--- src/rtl/temp_window_feeder.sv ---
// temp_window_feeder: sliding-window sequencer in front of the ANN temperature
// predictor. Buffers WIN+1 daily samples, starts a calculation per window,
// captures the prediction on the ANN ready edge, optionally pulses training,
// then slides the window by one sample.
// Optional build macro: TEMP_WINDOW_FEEDER_SCALE_EN (prediction scaled by 1/1000
// through an iterative divider that runs inside WAIT_CALC after the ready edge).
module temp_window_feeder #(
  parameter int unsigned DATA_W      = 156,
  parameter int unsigned WIN         = 4,
  parameter int unsigned CALC_CYCLES = 5,
  parameter int unsigned TIMEOUT     = 255,
  parameter int unsigned CNT_W       = 16
) (
  input  logic              Clk,
  input  logic              Reset_h,
  input  logic [DATA_W-1:0] Sample_in,
  input  logic              Sample_valid_h,
  output logic              Sample_ready_h,
  output logic [DATA_W-1:0] Temperature_out_0,
  output logic [DATA_W-1:0] Temperature_out_1,
  output logic [DATA_W-1:0] Temperature_out_2,
  output logic [DATA_W-1:0] Temperature_out_3,
  output logic [DATA_W-1:0] Target_out,
  output logic              Calc_start_h,
  input  logic              Ann_ready_h,
  input  logic [DATA_W-1:0] Pred_in,
  output logic [DATA_W-1:0] Pred_out,
  output logic              Pred_valid_h,
  input  logic              Train_en_h,
  output logic              Train_start_h,
  output logic [CNT_W-1:0]  Window_count,
  output logic              Err_h
);

  localparam int unsigned DEPTH  = WIN + 1;
  localparam int unsigned FILL_W = $clog2(WIN + 1);
  localparam int unsigned CALC_W = $clog2(CALC_CYCLES + 1);
  localparam int unsigned TO_W   = $clog2(TIMEOUT + 1);

  typedef enum logic [2:0] {
    ST_FILL,
    ST_CALC,
    ST_WAIT_CALC,
    ST_TRAIN,
    ST_SLIDE
  } state_t;

  state_t              state_q;
  state_t              state_nxt;
  logic [FILL_W-1:0]   fill_cnt_q;
  logic [CALC_W-1:0]   calc_cnt_q;
  logic [TO_W-1:0]     wait_cnt_q;
  logic                ready_d_q;
  logic                edge_lat_q;
  logic [DATA_W-1:0]   win_q [DEPTH];

  logic                ready_edge_c;
  logic                accept_c;
  logic                hit_c;
  logic                timeout_c;
  logic                finish_c;
  logic [DATA_W-1:0]   pred_result_c;

`ifdef TEMP_WINDOW_FEEDER_SCALE_EN
  localparam int unsigned DIV_W     = 26;
  localparam int unsigned DIV_CNT_W = 5;
  localparam int unsigned REM_W     = 10;
  localparam int unsigned REM_SH_W  = REM_W + 1;
  localparam int unsigned DIVISOR   = 1000;

  logic                 div_busy_q;
  logic [DIV_CNT_W-1:0] div_cnt_q;
  logic [REM_W-1:0]     div_rem_q;
  logic [DIV_W-1:0]     div_quo_q;
  logic                 train_req_q;

  logic [REM_SH_W-1:0]  rem_shift_c;
  logic                 rem_ge_c;
  logic [REM_W-1:0]     rem_next_c;
  logic [DIV_W-1:0]     quo_next_c;

  // One restoring-division step: shift in the next dividend bit, subtract if it fits
  always_comb begin
    rem_shift_c = {div_rem_q, div_quo_q[DIV_W-1]};
    rem_ge_c    = (rem_shift_c >= REM_SH_W'(DIVISOR));
    rem_next_c  = rem_ge_c ? REM_W'(rem_shift_c - REM_SH_W'(DIVISOR)) : REM_W'(rem_shift_c);
    quo_next_c  = {div_quo_q[DIV_W-2:0], rem_ge_c};
  end

  assign pred_result_c = DATA_W'(quo_next_c);
`else
  assign pred_result_c = Pred_in;
`endif

  // Rising edge of the ANN ready level against its registered previous value
  assign ready_edge_c = Ann_ready_h & ~ready_d_q;

  assign Temperature_out_0 = win_q[0];
  assign Temperature_out_1 = win_q[1];
  assign Temperature_out_2 = win_q[2];
  assign Temperature_out_3 = win_q[3];
  assign Target_out        = win_q[WIN];

  // State register
  always_ff @(posedge Clk) begin
    if (Reset_h) begin
      state_q <= ST_FILL;
    end else begin
      state_q <= state_nxt;
    end
  end

  // Next-state and per-cycle control strobes
  always_comb begin
    state_nxt = state_q;
    accept_c  = 1'b0;
    hit_c     = 1'b0;
    timeout_c = 1'b0;
    finish_c  = 1'b0;
    case (state_q)
      ST_FILL: begin
        if (Sample_valid_h) begin
          accept_c = 1'b1;
          if (fill_cnt_q == FILL_W'(WIN)) begin
            state_nxt = ST_CALC;
          end
        end
      end
      ST_CALC: begin
        if (calc_cnt_q == CALC_W'(CALC_CYCLES - 1)) begin
          state_nxt = ST_WAIT_CALC;
        end
      end
      ST_WAIT_CALC: begin
`ifdef TEMP_WINDOW_FEEDER_SCALE_EN
        if (div_busy_q) begin
          if (div_cnt_q == DIV_CNT_W'(DIV_W - 1)) begin
            finish_c  = 1'b1;
            state_nxt = train_req_q ? ST_TRAIN : ST_SLIDE;
          end
        end else if (ready_edge_c || edge_lat_q) begin
          hit_c = 1'b1;
        end else if (wait_cnt_q == TO_W'(TIMEOUT - 1)) begin
          timeout_c = 1'b1;
          state_nxt = ST_SLIDE;
        end
`else
        if (ready_edge_c || edge_lat_q) begin
          hit_c     = 1'b1;
          finish_c  = 1'b1;
          state_nxt = Train_en_h ? ST_TRAIN : ST_SLIDE;
        end else if (wait_cnt_q == TO_W'(TIMEOUT - 1)) begin
          timeout_c = 1'b1;
          state_nxt = ST_SLIDE;
        end
`endif
      end
      ST_TRAIN: begin
        state_nxt = ST_SLIDE;
      end
      ST_SLIDE: begin
        if (Sample_valid_h) begin
          accept_c  = 1'b1;
          state_nxt = ST_CALC;
        end
      end
      default: begin
        state_nxt = ST_FILL;
      end
    endcase
  end

  // Fill/calc/wait counters, ready history and the edge latch armed during CALC
  always_ff @(posedge Clk) begin
    if (Reset_h) begin
      fill_cnt_q <= '0;
      calc_cnt_q <= '0;
      wait_cnt_q <= '0;
      ready_d_q  <= 1'b0;
      edge_lat_q <= 1'b0;
    end else begin
      ready_d_q <= Ann_ready_h;
      if (accept_c && (state_q == ST_FILL) && (fill_cnt_q != FILL_W'(WIN))) begin
        fill_cnt_q <= fill_cnt_q + FILL_W'(1);
      end
      if (state_q == ST_CALC) begin
        calc_cnt_q <= calc_cnt_q + CALC_W'(1);
      end else begin
        calc_cnt_q <= '0;
      end
      if (state_q == ST_WAIT_CALC) begin
        wait_cnt_q <= wait_cnt_q + TO_W'(1);
      end else begin
        wait_cnt_q <= '0;
      end
      edge_lat_q <= (state_q == ST_CALC) && (ready_edge_c || edge_lat_q);
    end
  end

  // Sample window: shift towards index 0 on every accept
  always_ff @(posedge Clk) begin
    if (Reset_h) begin
      for (int i = 0; i < int'(DEPTH); i++) begin
        win_q[i] <= '0;
      end
    end else if (accept_c) begin
      for (int i = 0; i < int'(WIN); i++) begin
        win_q[i] <= win_q[i+1];
      end
      win_q[WIN] <= Sample_in;
    end
  end

`ifdef TEMP_WINDOW_FEEDER_SCALE_EN
  // Iterative divide by 1000, started on the ready edge
  always_ff @(posedge Clk) begin
    if (Reset_h) begin
      div_busy_q  <= 1'b0;
      div_cnt_q   <= '0;
      div_rem_q   <= '0;
      div_quo_q   <= '0;
      train_req_q <= 1'b0;
    end else if (hit_c) begin
      div_busy_q  <= 1'b1;
      div_cnt_q   <= '0;
      div_rem_q   <= '0;
      div_quo_q   <= Pred_in[DIV_W-1:0];
      train_req_q <= Train_en_h;
    end else if (div_busy_q) begin
      div_cnt_q  <= div_cnt_q + DIV_CNT_W'(1);
      div_rem_q  <= rem_next_c;
      div_quo_q  <= quo_next_c;
      div_busy_q <= ~finish_c;
    end
  end
`endif

  // Registered outputs, derived from the next state and the strobes
  always_ff @(posedge Clk) begin
    if (Reset_h) begin
      Sample_ready_h <= 1'b1;
      Calc_start_h   <= 1'b0;
      Train_start_h  <= 1'b0;
      Pred_valid_h   <= 1'b0;
      Pred_out       <= '0;
      Window_count   <= '0;
      Err_h          <= 1'b0;
    end else begin
      Sample_ready_h <= (state_nxt == ST_FILL) || (state_nxt == ST_SLIDE);
      Calc_start_h   <= (state_nxt == ST_CALC);
      Train_start_h  <= (state_nxt == ST_TRAIN);
      Pred_valid_h   <= finish_c;
      if (finish_c) begin
        Pred_out <= pred_result_c;
      end
      if ((finish_c || timeout_c) && (Window_count != '1)) begin
        Window_count <= Window_count + CNT_W'(1);
      end
      if (timeout_c) begin
        Err_h <= 1'b1;
      end
    end
  end

endmodule

--- config.mk ---
export PLATFORM = sky130hd
export DESIGN_NAME = temp_window_feeder
export DESIGN_NICKNAME = d
export VERILOG_FILES = /design/src/rtl/temp_window_feeder.sv
export SDC_FILE = /design/constraint.sdc
export NUM_CORES = 1
export LEC_CHECK = 0
export ABC_AREA = 1
export ABC_CLOCK_PERIOD_IN_PS = 90600
export CORE_AREA = 2 2 494 496
export CTS_CLUSTER_DIAMETER = 100
export DETAILED_ROUTE_END_ITERATION = 16
export DIE_AREA = 0 0 496 498
export GPL_TIMING_DRIVEN = 0
export PLACE_DENSITY = 0.31
export REMOVE_ABC_BUFFERS = 1
export SYNTH_ARGS = -nofsm -noshare
export SYNTH_HDL_FRONTEND = slang
export SYNTH_SLANG_ARGS = --single-unit
--- constraint.sdc ---
create_clock -name Clk -period 90.6 [get_ports Clk]
set_input_delay 18.12 -clock Clk [delete_from_list [all_inputs] [get_ports Clk]]
set_output_delay 18.12 -clock Clk [all_outputs]
set_load 0.01 [all_outputs]
==> metrics.txt, run 1 <==
outcome finished clean; vias in the first global route 27,000; ANT nets after route 0; Hold-fix buffers, CTS 0; Worst Path Arrival 21,170 ps; Max IR drop VDD 12.6 uV; Routed WL 165,000 um; Worst Setup Start Kind input pin; worst slew pin tran 784 ps; setup tns final 0 ps; Post-Syn Area per Cell 11.0 um^2; clock-pin transition on the worst setup and hold timing paths 60 ps; layout cells sized above 1 5.69%; largest net degree at the start of global routing 114; Mapped Area 0.0373 mm^2; clk sink count 976; relative slew slack 47.6%; H-tree lvl count 4; gr usage total 13.0%; post-cts resize count 0; CTS tree done; DRC viols 0; Syn Inst Count 3,404; pwr/cell area 20.0 mW/mm^2; num rows 181; crit path kind in -> reg; synth unique cells 34; io pins 1,274; final worst-path cycle share 22.8%; CP required 91,100 ps; Final setup viols 0; worst-path fanout max 85; final net count 5,053; HP Class reg -> reg; initial antenna violation count 29; Worst Skew 43.5 ps; CP max stage delay 550 ps; gr ovfl total 0; Max Root-Sink Buffers 3; Iter 0 DRT Violations 1,275; Die W 496 um; Setup WS pre-CTS 68,920 ps; CTS Root Cell clkbuf_16; Vias 26,900; CP cell instances buf_2 > inv_6 > nand2_4 > buf_16 > buf_16 > buf_16 > buf_16 > nor2_1; RSZ-0062 raised after global routing false; GPL Wtd Cong 0.785; die area 0.247 mm^2; Slowest cell on crit path buf_2; core area 0.242 mm^2; CP endpoint kind register; Hold Violations, Final 0; Worst path most repeated cell buf_16; DR WL/cell 20.6 um; vias per std cell 3.34; router iterations before antenna repair 5; number of buffers created by CTS 139; first-pass GRT wire length 224,000 um; die extent in y 498 um; fin worst setup slack 69,930 ps; Min Clock Period, post-route 20,670 ps; Synth Register Bits 976; post-CTS setup buffers 0; initial core utilization 15.4%; pins over their slew limit 0; Lkg Pwr 22.4 nW; Warnings, synthesis 0; Buffers on Ports 1,273; Max Clock Freq 48.4 MHz; area growth from synthesis to layout 57.8%; post-detail-place hpwl 127,000 um; Max Cap Viol 0; sequential element share of the synthesized area 73.3%; clock latency on the worst-skew pair 790 ps
layout by cell type (no fill, tap or decap), drive strengths merged, types with 24 or more instances in the layout:
| master | instances |
|---|---|
| edfxtp | 780 |
| nand2 | 89 |
| o21ai | 165 |
| inv | 826 |
| nor2 | 1139 |
| clkbuf | 185 |
| a21oi | 24 |
| clkdlybuf4s50 | 1272 |
| clkinv | 45 |
| dfxtp | 196 |
| buf | 53 |
Yosys cell counts:
cell type | instances | area (um^2)
inv_1 | 813 | 3050
dfxtp_1 | 196 | 3920
xor2_1 | 3 | 26.3
a21oi_1 | 13 | 65.1
nor2_1 | 1134 | 4260
a21oi_4 | 1 | 16.3
o21ai_0 | 161 | 806
clkbuf_1 | 24 | 90.1
nand4_4 | 1 | 21.3
or2_2 | 1 | 6.26
nor2_8 | 1 | 20.0
nand2_2 | 8 | 50.1
nand3_1 | 22 | 110
inv_2 | 5 | 18.8
nand4_1 | 6 | 37.5
o21a_1 | 1 | 7.51
nor3_1 | 2 | 10.0
xnor2_1 | 4 | 35.0
nor2_2 | 2 | 12.5
o21ai_1 | 4 | 20.0
buf_12 | 1 | 20.0
a21oi_2 | 10 | 87.6
nand3b_1 | 3 | 22.5
buf_2 | 90 | 450
nand2_1 | 79 | 297
buf_6 | 23 | 259
buf_1 | 2 | 7.51
nor2_4 | 2 | 22.5
nand3_2 | 1 | 10.0
nand2_4 | 2 | 22.5
a31oi_1 | 1 | 6.26
ha_1 | 7 | 87.6
edfxtp_1 | 780 | 23400
buf_4 | 1 | 7.51
final timing paths:
| kind | start | endpoint | slack (ps) | cells after the start |
|---|---|---|---|---|
| max | Reset_h | win_q[0][64] | 69930 | 8 |
| min | Err_h | Err_h | 460 | 2 |
| max reg2reg | state_q[0] | win_q[0][155] | 87610 | 10 |
| min reg2reg | Err_h | Err_h | 460 | 2 |
per-layer routing:
layer	GRT usage, %	up-vias	share of wire, %	routed length (um)
met5	0	-	0.023	38
met4	3.42	6	2.2	3700
met3	5.77	202	9.5	15700
met2	23.2	850	51	84800
met1	13.7	12700	37	61200
li1	-	13100	-	-
flip-flops by register name (all words and copies together), names as in the netlist:
register and cells:
Calc_start_h 1, Err_h 1, Pred_out 156, Pred_valid_h 1, Sample_ready_h 1, Train_start_h 1
Window_count 16, calc_cnt_q 3, edge_lat_q 1, fill_cnt_q 3, ready_d_q 1, state_q 3
wait_cnt_q 8, win_q 780
kinds of logic after synthesis:
kind of cell             synth area share [%]
AO/OA/AOI/OAI                            2.70
buffers and inverters                    10.5
flip-flops                               73.3
adder cells (fa/ha/maj)                 0.235
AND/OR/NAND/NOR                          13.1
XOR/XNOR                                0.164
cell type report:
| type | count | area [um^2] |
|---|---|---|
| antenna | 5 | 12.5 |
| sequential | 976 | 27300 |
| timing repair buffer | 1325 | 14000 |
| inverter | 818 | 3080 |
| fill | 25900 | 183000 |
| clock buffer | 185 | 3790 |
| clock inverter | 58 | 564 |
| tap | 3202 | 4010 |
| multi-input combinational | 1469 | 6080 |
worst max-delay path, delay by kind of cell:
| family | cells | cell delay (ps) |
|---|---|---|
| buffers and inverters | 6 | 2190 |
| and+or+nand+nor | 2 | 700 |
stage by stage:
stage               instance area [um^2]  utilization (%)  std cells  power (mW)  hold WS [ps]
floorplan                          36500                -       3263       0.615           417
global placement                   53200             22.0       7738       0.744           428
detailed placement                 54500             22.5       7790       0.664           450
CTS                                58900             24.3       8033        1.21           460
global route                       58900             24.3       8036        1.23           488
finish                             58900             24.3       8038        1.18           456
where the power goes:
group / leakage [nW] / switching [mW] / internal (mW)
clock network: 2.11 / 0.225 / 0.305
logic: 10.1 / 0.0643 / 0.0614
registers: 10.2 / 0.0133 / 0.510
(Power assumes the default switching activity.)
==> inputs of run 2 (changes only) <==
- ABC_CLOCK_PERIOD_IN_PS: 90600 -> 20100
- clock period: 90.6 -> 20.1 ns (I/O delays scaled with it)
==> results of run 2 <==
The final DEF is identical to that of run 1. Status: finished clean.
Main changes from that run: setup slack after placement 68920 ps -> 12520 ps; setup slack after layout 69930 ps -> 13530 ps; register-to-register setup slack 87610 ps -> 17110 ps; total power 1.18 mW -> 5.32 mW; worst IR drop on VDD 12.6 uV -> 57.0 uV
==> inputs of run 3 (changes only) <==
- ABC_CLOCK_PERIOD_IN_PS: 20100 -> 5700
- PLACE_DENSITY: 0.31 -> 0.32
- clock period: 20.1 -> 5.7 ns (I/O delays scaled with it)
==> run 3 against run 2 <==
  * Total power grew to 3.5 times the previous value
  * Final cell count hardly changed
  * Sequential cell count stayed put
  * Clock skew is 8.4 ps lower
  * Register-to-register slack worse by 15000 ps
  * Sequential share of layout area barely moved
  * Routed wire length up 0.72%
  * Highest routed layer unchanged
==> metrics.txt, run 3 (same netlist as run 1, synthesis figures left out) <==
first-pass GRT wire length 225,000 um; pins over their slew limit 0; pwr/cell area 319 mW/mm^2; Worst path most repeated cell buf_16; final core utilization 24.3%; setup tns final 0 ps; Routed WL 167,000 um; gr usage total 13.1%; CP max stage delay 550 ps; Max Cap Viol 0; Max Clock Freq 259 MHz; clock-pin transition on the worst setup and hold timing paths 60 ps; biggest regs win_q: 780 flops, Pred_out: 156 flops, Window_count: 16 flops; Max IR drop VDD 192 uV; largest net degree at the start of global routing 115; clk sink count 976; worst slew pin tran 771 ps; final worst-path cycle share 67.7%; die extent in y 498 um; vias in the first global route 26,700; fin cells 8,044; post-placement cell count 7,790; Buffers on Ports 1,273; Min Clock Period, post-route 3860 ps; max reg flops 780; Vias 27,100; CTS Root Cell clkbuf_16; Lkg Pwr 22.4 nW; commonest non-fill, non-tap cell in the layout clkdlybuf4s50_1; gr ovfl total 0; die area 0.247 mm^2; Hold Violations, Final 0; clock latency on the worst-skew pair 800 ps; initial antenna violation count 37; CP endpoint kind register; outcome finished clean; H-tree lvl count 4; Max Root-Sink Buffers 3; CTS tree done; RSZ-0062 raised after global routing false; core area 0.242 mm^2; relative slew slack 48.4%; Worst Skew 35.1 ps; num rows 181; final net count 5,051; io pins 1,274; DR WL/cell 20.7 um; layout cells sized above 1 5.75%; HP Class reg -> reg; post-cts resize count 0; GPL Wtd Cong 0.805; Hold-fix buffers, CTS 0; Iter 0 DRT Violations 1,521; area growth from synthesis to layout 57.8%; number of buffers created by CTS 137; initial core utilization 15.4%; DRC viols 0; CP cell instances buf_2 > inv_6 > nand2_4 > buf_16 > buf_12 > buf_16 > buf_16 > buf_16 > nor2_1; crit path kind in -> reg; Die W 496 um; Most flops, register win_q; vias per std cell 3.37; Worst Path Arrival 4380 ps; CP required 6220 ps; Final setup viols 0; Worst Setup Start Kind input pin; post-CTS setup buffers 0; router iterations before antenna repair 5; ANT nets after route 0; post-detail-place hpwl 128,000 um; most frequent cells in the layout 1,272 x clkdlybuf4s50_1, 1,134 x nor2_1, 812 x inv_1, 780 x edfxtp_1, 196 x dfxtp_1; worst hold margin 445 ps; Slowest cell on crit path buf_2; worst-path fanout max 72
## run 3: path summary, 6_finish.rpt
kind,start,to,slack (ps),cells after the start
max reg2reg,state_q[1],win_q[0][307],2560,10
max,Reset_h,win_q[0][307],1840,9
min reg2reg,calc_cnt_q[0],calc_cnt_q[0],440,1
min,calc_cnt_q[0],calc_cnt_q[0],440,1
## run 3: cell type report
class | count | area [um^2]
Tap cell | 3202 | 4010
Fill cell | 26000 | 183000
Clock buffer | 182 | 3750
Inverter | 818 | 3080
Antenna cell | 7 | 17.5
Clock inverter | 65 | 598
Timing Repair Buffer | 1325 | 14000
Multi-Input combinational cell | 1469 | 6080
Sequential cell | 976 | 27300
## run 3: worst max-delay path, delay by kind of cell
family	cells	cell delay [ps]
AND/OR/NAND/NOR	2	650
buffers and inverters	7	2340
## run 3: layer usage
metal	wire length [um]	global-route usage, %	share of wire [%]	vias up
li1	-	-	-	13100
met1	64300	14.5	39	12900
met2	83600	22.7	50	838
met3	14300	5.32	8.6	242
met4	4230	3.80	2.5	16
met5	99	0	0.059	-
## run 3: stage by stage
stage	power (mW)	worst slack (ps)	instance area, um^2
3_3_place_gp	11.8	-138360	53200
4_1_cts	19.3	1790	58900
3_5_place_dp	10.6	876	54500
6_report	18.8	1840	58900
5_1_grt	19.6	1570	58900
2_1_floorplan	9.77	-52630	36500
## run 3: power breakdown
part | total [mW] | internal (mW) | switching, mW
Combinational | 2.00 | 0.977 | 1.02
Sequential | 8.33 | 8.11 | 0.215
Clock | 8.44 | 4.82 | 3.62
==> patch (config.mk and constraints of run 3) <==
The option `TEMP_WINDOW_FEEDER_SCALE_EN` is turned on by a define.
--- a/src/rtl/temp_window_feeder.sv
+++ b/src/rtl/temp_window_feeder.sv
@@ -4,6 +4,8 @@
 // then slides the window by one sample.
 // Optional build macro: TEMP_WINDOW_FEEDER_SCALE_EN (prediction scaled by 1/1000
 // through an iterative divider that runs inside WAIT_CALC after the ready edge).
+`define TEMP_WINDOW_FEEDER_SCALE_EN
+
 module temp_window_feeder #(
   parameter int unsigned DATA_W      = 156,
   parameter int unsigned WIN         = 4,
Check against the original RTL: not settled (the Yosys comparison gave no result); the edit may change what the design does.
==> patch against run 3 <==
Routed wire length is 14% lower. Sequential cell count is 87 lower. Register-to-register slack better by 0.14 ns. Power is 11% lower. Sequential share of layout area is 1.9 points higher. Design area is 10% lower. Synthesized area is 4.1% lower. Setup slack better by 0.15 ns. Fmax is 4.2% higher. Clock skew is 0.021 ns higher.
==> patch: results (changes against run 3) <==
- Critical-path maximum fanout: 129 (+79%)
- Distinct cells, synth: 35 (+2.9%)
- RD Place Congestion: 0.778 (-3.3%)
- DP Cell Count: 7366 (-5.4%)
- Worst-Margin Slew: 0.812 ns (+0.0408 ns)
- Vias in the first global route: 23828 (-11%)
- Cells after synthesis: 3242 (-4.8%)
- Status: completed
- Iter 0 DRT Violations: 1301 (-14%)
- Final non-filler cell total: 7588 (-5.7%)
- Port bufs: 1013 (-20%)
- Layout Nets: 4614 (-8.7%)
- Synth Area in Adders: 0.00350 (+0.00115)
- Peak VDD IR: 267 µV (+39%)
- CP max-delay cell: nand2_8
- Wirelength, routed: 143000 µm (-14%)
- Post-DP HPWL: 107000 µm (-17%)
- Largest net degree at the start of global routing: 130 (+13%)
- Post-synthesis xor/xnor area fraction: 0.00343 (+0.00178)
- Synth top area cells: edfxtp_1, nor2_1, inv_1
- Overall routing resource usage: 0.112 (-0.0189)
- Place WS: 1.10 ns (+0.225 ns)
- Synth Area in Compound Gates: 0.0179 (-0.00916)
- Worst Skew: 0.0565 ns (+0.0213 ns)
- Top Registers: win_q (780), Pred_out (26), div_quo_q (26)
- CTS H-Tree Depth: 3 (-1)
- Met3 Use GR: 0.0431 (-0.0101)
- Vias per cell: 3.19 (-5.3%)
- Post-synthesis sequential area ratio: 0.716 (-0.0174)
- Critical Path AT: 4.16 ns (-0.22 ns)
==> patch: power breakdown <==
part           leakage [nW]  internal [W]  switching (W)  total [W]
clock                  1.75       0.00397        0.00317    0.00714
combinational          9.00      0.000847       0.000987    0.00183
sequential             9.51       0.00751       0.000248    0.00775
==> patch: cell type report <==
| type | count | area, µm² |
|---|---|---|
| antenna | 5 | 12.5 |
| clock buffer | 155 | 3180 |
| clock inverter | 62 | 452 |
| fill | 26247 | 189000 |
| inverter | 840 | 3160 |
| multi-input combinational | 1398 | 5820 |
| sequential | 889 | 25600 |
| tap | 3202 | 4010 |
| timing repair buffer | 1037 | 10800 |
==> patch: worst paths after layout <==
path	slack (ns)	start	endpoint	depth (start not counted)
worst max-delay path	2.00	Reset_h	win_q[0][514]	6
worst min register to register	0.45	calc_cnt_q[0]	calc_cnt_q[0]	1
worst max register to register	2.70	state_q[1]	win_q[0][514]	7
worst min-delay path	0.45	calc_cnt_q[0]	calc_cnt_q[0]	1
